File: src/rtl/fc_pkg.sv
// Shared Fibre Channel link-level definitions: link states, primitive words and
// the link-state to primitive-sequence map used by the transmit word generator.
package fc;

  typedef enum logic [3:0] {
    STATE_AC  = 4'd0,
    STATE_LR1 = 4'd1,
    STATE_LR2 = 4'd2,
    STATE_LR3 = 4'd3,
    STATE_LF1 = 4'd4,
    STATE_LF2 = 4'd5,
    STATE_OL1 = 4'd6,
    STATE_OL2 = 4'd7,
    STATE_OL3 = 4'd8
  } state_t;

  typedef enum logic [1:0] {
    TX_SEQ   = 2'd0,
    TX_FILL  = 2'd1,
    TX_FRAME = 2'd2,
    TX_DRAIN = 2'd3
  } tx_fsm_t;

  localparam int MIN_SEQ_REPEAT_DEFAULT = 12;
  localparam int MIN_IFG_DEFAULT        = 6;

  // Ordered sets, K28.5 first (byte 3 carries the K flag).
  localparam logic [31:0] IDLE  = 32'hBC95_B5B5;
  localparam logic [31:0] ARBFF = 32'hBC94_FFFF;
  localparam logic [31:0] LR    = 32'hBC49_BF49;
  localparam logic [31:0] LRR   = 32'hBC35_BF49;
  localparam logic [31:0] OLS   = 32'hBC35_8A55;
  localparam logic [31:0] NOS   = 32'hBC55_BF45;

  localparam logic [3:0] K_DELIM = 4'b1000;

  function automatic logic [31:0] seq_word(input state_t s);
    case (s)
      STATE_LR1: seq_word = LR;
      STATE_LR2: seq_word = LRR;
      STATE_LR3: seq_word = IDLE;
      STATE_LF1: seq_word = OLS;
      STATE_LF2: seq_word = NOS;
      STATE_OL1: seq_word = OLS;
      STATE_OL2: seq_word = LR;
      STATE_OL3: seq_word = NOS;
      default:   seq_word = IDLE;
    endcase
  endfunction

endpackage

File: src/rtl/fc_prim_seq_hold.sv
// Primitive-sequence latch: holds the current sequence word for at least
// MIN_SEQ_REPEAT transmitted words before a different one may replace it.
module fc_prim_seq_hold
  import fc::*;
#(
  parameter int MIN_SEQ_REPEAT = MIN_SEQ_REPEAT_DEFAULT,
  parameter int CNT_W          = 8
) (
  input  logic        clk,
  input  logic        reset,
  input  state_t      state,
  input  logic        seq_req,
  output logic [31:0] word,
  output logic        rep_ok
);

  localparam logic [CNT_W-1:0] REP_MAX = CNT_W'(MIN_SEQ_REPEAT);

  logic [31:0]      cur_word;
  logic [CNT_W-1:0] rep_cnt;
  logic [31:0]      want;
  logic             do_latch;

  assign want     = seq_word(state);
  assign rep_ok   = (rep_cnt >= REP_MAX);
  assign do_latch = seq_req && rep_ok && (want != cur_word);
  // The word that goes out this cycle; a fresh latch is transmitted immediately.
  assign word     = do_latch ? want : cur_word;

  // NOTE: state registers use non-blocking assignments so every flop samples pre-edge values.
  always_ff @(posedge clk) begin
    if (reset) begin
      cur_word <= IDLE;
      rep_cnt  <= REP_MAX;
    end else if (do_latch) begin
      cur_word <= want;
      rep_cnt  <= CNT_W'(1);
    end else if (!rep_ok) begin
      rep_cnt  <= rep_cnt + 1'b1;
    end
  end

endmodule

File: src/rtl/fc_link_tx.sv
// FC link transmit word generator: primitive sequences outside STATE_AC, frames
// from an Avalon-ST sink muxed with fill words inside it, registered to the PCS.
module fc_link_tx
  import fc::*;
#(
  parameter int MIN_SEQ_REPEAT = MIN_SEQ_REPEAT_DEFAULT,
  parameter int MIN_IFG        = MIN_IFG_DEFAULT,
  parameter int FILL_MODE      = 0,
  parameter int CNT_W          = 8
) (
  input  logic        clk,
  input  logic        reset,
  input  state_t      state,
  input  logic [31:0] in_data,
  input  logic [3:0]  in_datak,
  input  logic        in_valid,
  input  logic        in_startofpacket,
  input  logic        in_endofpacket,
  output logic        in_ready,
  output logic [31:0] data,
  output logic [3:0]  datak,
  output logic        underrun,
  output logic        abort
);

  localparam logic [CNT_W-1:0] GAP_MAX   = CNT_W'(MIN_IFG);
  localparam logic [31:0]      FILL_WORD = (FILL_MODE != 0) ? ARBFF : IDLE;

  tx_fsm_t          fsm, fsm_nx;
  logic [CNT_W-1:0] gap_cnt, gap_nx;
  logic [31:0]      data_nx, hold_word;
  logic [3:0]       datak_nx;
  logic             underrun_nx, abort_nx;
  logic             seq_req, rep_ok, in_ac, gap_ok, eop_accept;

  assign in_ac      = (state == STATE_AC);
  assign gap_ok     = (gap_cnt >= GAP_MAX);
  assign eop_accept = in_valid && in_endofpacket;

  fc_prim_seq_hold #(
    .MIN_SEQ_REPEAT (MIN_SEQ_REPEAT),
    .CNT_W          (CNT_W)
  ) u_hold (
    .clk     (clk),
    .reset   (reset),
    .state   (state),
    .seq_req (seq_req),
    .word    (hold_word),
    .rep_ok  (rep_ok)
  );

  always_comb begin
    // NOTE: every output of this block gets a default first, so no path can infer a latch.
    fsm_nx      = fsm;
    gap_nx      = gap_cnt;
    data_nx     = FILL_WORD;
    datak_nx    = K_DELIM;
    underrun_nx = 1'b0;
    abort_nx    = 1'b0;
    in_ready    = 1'b0;
    seq_req     = 1'b0;

    case (fsm)
      TX_SEQ: begin
        gap_nx = GAP_MAX;
        if (in_ac && rep_ok) begin
          fsm_nx = TX_FILL;
        end else begin
          seq_req = !in_ac;
          data_nx = hold_word;
        end
      end

      TX_FILL: begin
        if (!in_ac) begin
          seq_req = 1'b1;
          data_nx = hold_word;
          fsm_nx  = TX_SEQ;
        end else begin
          if (!gap_ok) gap_nx = gap_cnt + 1'b1;
          if (in_valid && in_startofpacket) begin
            if (gap_ok) begin
              in_ready = 1'b1;
              data_nx  = in_data;
              datak_nx = in_datak;
              if (in_endofpacket) gap_nx = '0;
              else                fsm_nx = TX_FRAME;
            end
          end else if (in_valid) begin
            // Stray mid-frame words (e.g. left over after reset) are drained silently.
            in_ready = 1'b1;
          end
        end
      end

      TX_FRAME: begin
        in_ready = 1'b1;
        if (!in_ac) begin
          seq_req  = 1'b1;
          data_nx  = hold_word;
          abort_nx = 1'b1;
          fsm_nx   = eop_accept ? TX_SEQ : TX_DRAIN;
        end else if (in_valid) begin
          data_nx  = in_data;
          datak_nx = in_datak;
          if (in_endofpacket) begin
            fsm_nx = TX_FILL;
            gap_nx = '0;
          end
        end else begin
          underrun_nx = 1'b1;
        end
      end

      TX_DRAIN: begin
        in_ready = 1'b1;
        seq_req  = !in_ac;
        data_nx  = hold_word;
        if (eop_accept) fsm_nx = TX_SEQ;
      end

      default: fsm_nx = TX_FILL;
    endcase

    if (reset) in_ready = 1'b0;
  end

  always_ff @(posedge clk) begin
    if (reset) begin
      fsm      <= TX_FILL;
      gap_cnt  <= GAP_MAX;
      data     <= IDLE;
      datak    <= K_DELIM;
      underrun <= 1'b0;
      abort    <= 1'b0;
    end else begin
      fsm      <= fsm_nx;
      gap_cnt  <= gap_nx;
      data     <= data_nx;
      datak    <= datak_nx;
      underrun <= underrun_nx;
      abort    <= abort_nx;
    end
  end

endmodule
File: config.mk
export PLATFORM = sky130hd
export DESIGN_NAME = fc_link_tx
export DESIGN_NICKNAME = d
export VERILOG_FILES = /design/src/rtl/fc_pkg.sv /design/src/rtl/fc_prim_seq_hold.sv /design/src/rtl/fc_link_tx.sv
export SDC_FILE = /design/constraint.sdc
export NUM_CORES = 1
export LEC_CHECK = 0
export BUFFER_PORTS_ARGS = -buffer_cell sky130_fd_sc_hd__buf_2
export CAP_MARGIN = 20
export CORE_UTILIZATION = 49
export CTS_BUF_LIST = sky130_fd_sc_hd__clkbuf_8 sky130_fd_sc_hd__clkbuf_16
export DETAILED_ROUTE_END_ITERATION = 8
export PLACE_DENSITY = 0.8
export SLEW_MARGIN = 20
export SYNTH_ARGS = -nofsm -noshare
export SYNTH_HDL_FRONTEND = slang
export SYNTH_HIERARCHICAL = 1
export SYNTH_SLANG_ARGS = --single-unit
export TNS_END_PERCENT = 100
File: constraint.sdc
create_clock -name clk -period 2.3 [get_ports clk]
set_input_delay 0.23 -clock clk [delete_from_list [all_inputs] [get_ports clk]]
set_output_delay 0.23 -clock clk [all_outputs]
set_load 0.02 [all_outputs]
==> flow_summary_export.csv <==
group,metric,value,unit
detailed_routing,wl_per_cell,17.6,um
placement,gp_congestion,0.921,
sta,worst_slew_pin_slew,435,ps
synth,synth_cells,501,
synth,synth_common_cells,"dfxtp_1, nand2_1, a21oi_1",
pwr,ir_drop,637,uV
outcome,status,"complete, but fails checks",
setup_path,r2r_cells,9,
layout,n_antenna_cell,0,
sta,fin_hold_ws,73.9,ps
job,cap_violations,0,
clock_network,cts_hold_buffers,0,
setup_path,start_kind,"register",
placement,port_buffers,83,
setup_path,arrival,2540,ps
clock_network,cts_tree,"built",
floorplan,die_y,98.4,um
clock_network,clock_latency,360,ps
detailed_routing,viasPerCell,6.10,
grt,grt_util_all_layers,0.267,
sta,fin_crit_sh,0.994,
synth,netlist_area,4550,um2
clock_network,htreeDepth,3,
min_path,holdPathStages,2,
floorplan,placementRows,34,
synth,netlist_top_cells_area,"dfxtp_1, nand2_1, a2bb2oi_2",
sta,fmax,0.438,GHz
layout,fin_nets,673,
placement,dp_hpwl,8900,um
layout,drive_gt1_frac,0.326,
sta,clock_skew,14.7,ps
synth,syn_nets,559,
synth,synth_seq_cells,88,
setup_path,r2r_slack,10,ps
sta,finalHoldViolCount,0,
setup_path,path_class,"reg2reg",
grt,grt_max_degree,20,
sta,maxSlewViolCount,0,
pwr,p_leak,2.45,nW
floorplan,fp.dieW,98.4,um
clock_network,cts.sinks,88,
detailed_routing,finalWirelength,12800,um
detailed_routing,drtIter0Drc,333,
clock_network,clockRootBuffer,"clkbuf_8",
min_path,holdCritPathClass,"in2reg",
sta,relSlewSlack,0.710,
layout,n_fill_cell,705,
synth,post-synth-top-count-cell,"dfxtp_1",
clock_network,cts_buffer_depth,2,
detailed_routing,drc_errors,2,
synth,ys.flop_type,"dfxtp_1",
synth,avgSynthCellArea,9.08,um2
setup_path,end_kind,"register",
pwr,power,5.98,mW
detailed_routing,num_vias,4434,
grt,grt_first_pass_wirelength,20400,um
layout,area_delta_synth_final,24.3,%
pwr,power.density,1060,nW/um2
clock_network,cts_made_buffers,9,
floorplan,die_area,9680,um2
synth,yosysWarningCount,6,
sta,final-setup-viol-count,0,
synth,synth_edf_count,0,
synth,synth_top_area_share,0.387,
grt,first_global_vias,4246,
sta,rsz0062_at_grt,"true",
grt,grt_overflow,0,
grt,grt_antenna_before_repair,0,
synth,yosys.area.top_type,"dfxtp_1",
detailed_routing,drt-pass1-iter-count,9,
synth,synthArstFlopShare,0,
floorplan,initial_utilization,0.514,
synth,ys_seq_area_frac,0.387,
clock_network,clk_pin_slew,90,ps
sta,finalCriticalPeriod,2290,ps
setup_path,cp_data_required_time,2550,ps
floorplan,ios,84,
setup_path,crit_fanout,18,
outcome,violations,"DRC",
synth,ys_types,65,
floorplan,core_area,8850,um2
detailed_routing,postRouteAntennaNets,0,
==> cell type report <==
type	instances	area (um2)	share of cell area
multi-input combinational	355	2600	0.459
inverter	21	78.8	0.0139
clock buffer	9	124	0.0219
sequential	88	1770	0.312
tap	108	135	0.0239
timing repair buffer	140	871	0.154
clock inverter	6	85.1	0.0150
==> state kept, by name, summed over array words and instances (netlist names) <==
name / cells
gap_cnt: 8
fsm: 2
datak: 4
abort: 1
u_hold/rep_cnt: 8
u_hold/cur_word: 32
data: 32
underrun: 1
==> metrics by stage <==
| step | cells | utilization | setup TNS, ps | cell area, um2 | setup slack, ps |
|---|---|---|---|---|---|
| 2_1_floorplan | 501 | - | 0 | 4560 | 5.35 |
| 3_3_place_gp | 707 | 0.602 | -7200 | 5330 | -224 |
| 3_5_place_dp | 707 | 0.602 | -11010 | 5330 | -313 |
| 4_1_cts | 724 | 0.629 | 0 | 5570 | 38.2 |
| 5_1_grt | 727 | 0.639 | -109 | 5660 | -34.3 |
| 6_report | 727 | 0.639 | 0 | 5660 | 14.9 |
==> layer usage <==
metal / vias up / track usage / part of all wire
li1: 2061 / - / -
met1: 2114 / 0.330 / 0.42
met2: 220 / 0.464 / 0.49
met3: 39 / 0.0458 / 0.071
met4: 0 / 0.102 / 0.027
met5: - / 0 / 0
==> worst max-delay path, cell delays in order (launching register included) <==
cell and delay, ps:
dfxtp_2 330, or4_4 520, mux2i_1 150, buf_4 150, and4_4 220, a31oi_4 80
buf_4 170, buf_6 150, or2_1 230, a2bb2oi_2 170
==> worst paths after layout <==
path | start | endpoint
setup / recovery | u_hold/cur_word[12] | data[26]
hold / removal | in_data[17] | data[17]
setup reg to reg | u_hold/cur_word[12] | data[26]
hold reg to reg | gap_cnt[7] | gap_cnt[7]
==> placed cells by master (no fill, tap or decap), types with 10 or more instances in the layout <==
master	instances
dfxtp_1	83
buf_2	83
buf_4	52
nand2_1	48
inv_1	21
a21oi_1	20
a31oi_1	19
nor2_1	17
mux2i_1	14
or3_1	13
nor3_1	12
ha_1	12
a2bb2oi_2	11
a22o_1	11
or2_1	10
==> logic make-up after synthesis <==
| family | after synthesis | synth area share |
|---|---|---|
| AND/OR/NAND/NOR | 192 | 0.239 |
| AO/OA/AOI/OAI | 121 | 0.213 |
| flip-flops | 88 | 0.387 |
| buffers and inverters | 58 | 0.0610 |
| multiplexers | 22 | 0.0506 |
| adder cells (fa/ha/maj) | 13 | 0.0357 |
| XOR/XNOR | 7 | 0.0135 |
==> report_power, final <==
group	leakage, nW	switching (mW)	internal, mW
clock	0.107	0.559	0.604
combinational	1.62	1.60	1.25
sequential	0.719	0.161	1.81
==> timing repair <==
action	in CTS	in global routing
resized for setup	5	23
buffers inserted	2	3
pin swaps	0	8
endpoints found under the setup margin	33	57
cloned	0	0
Power figures use the tool's default switching activity.
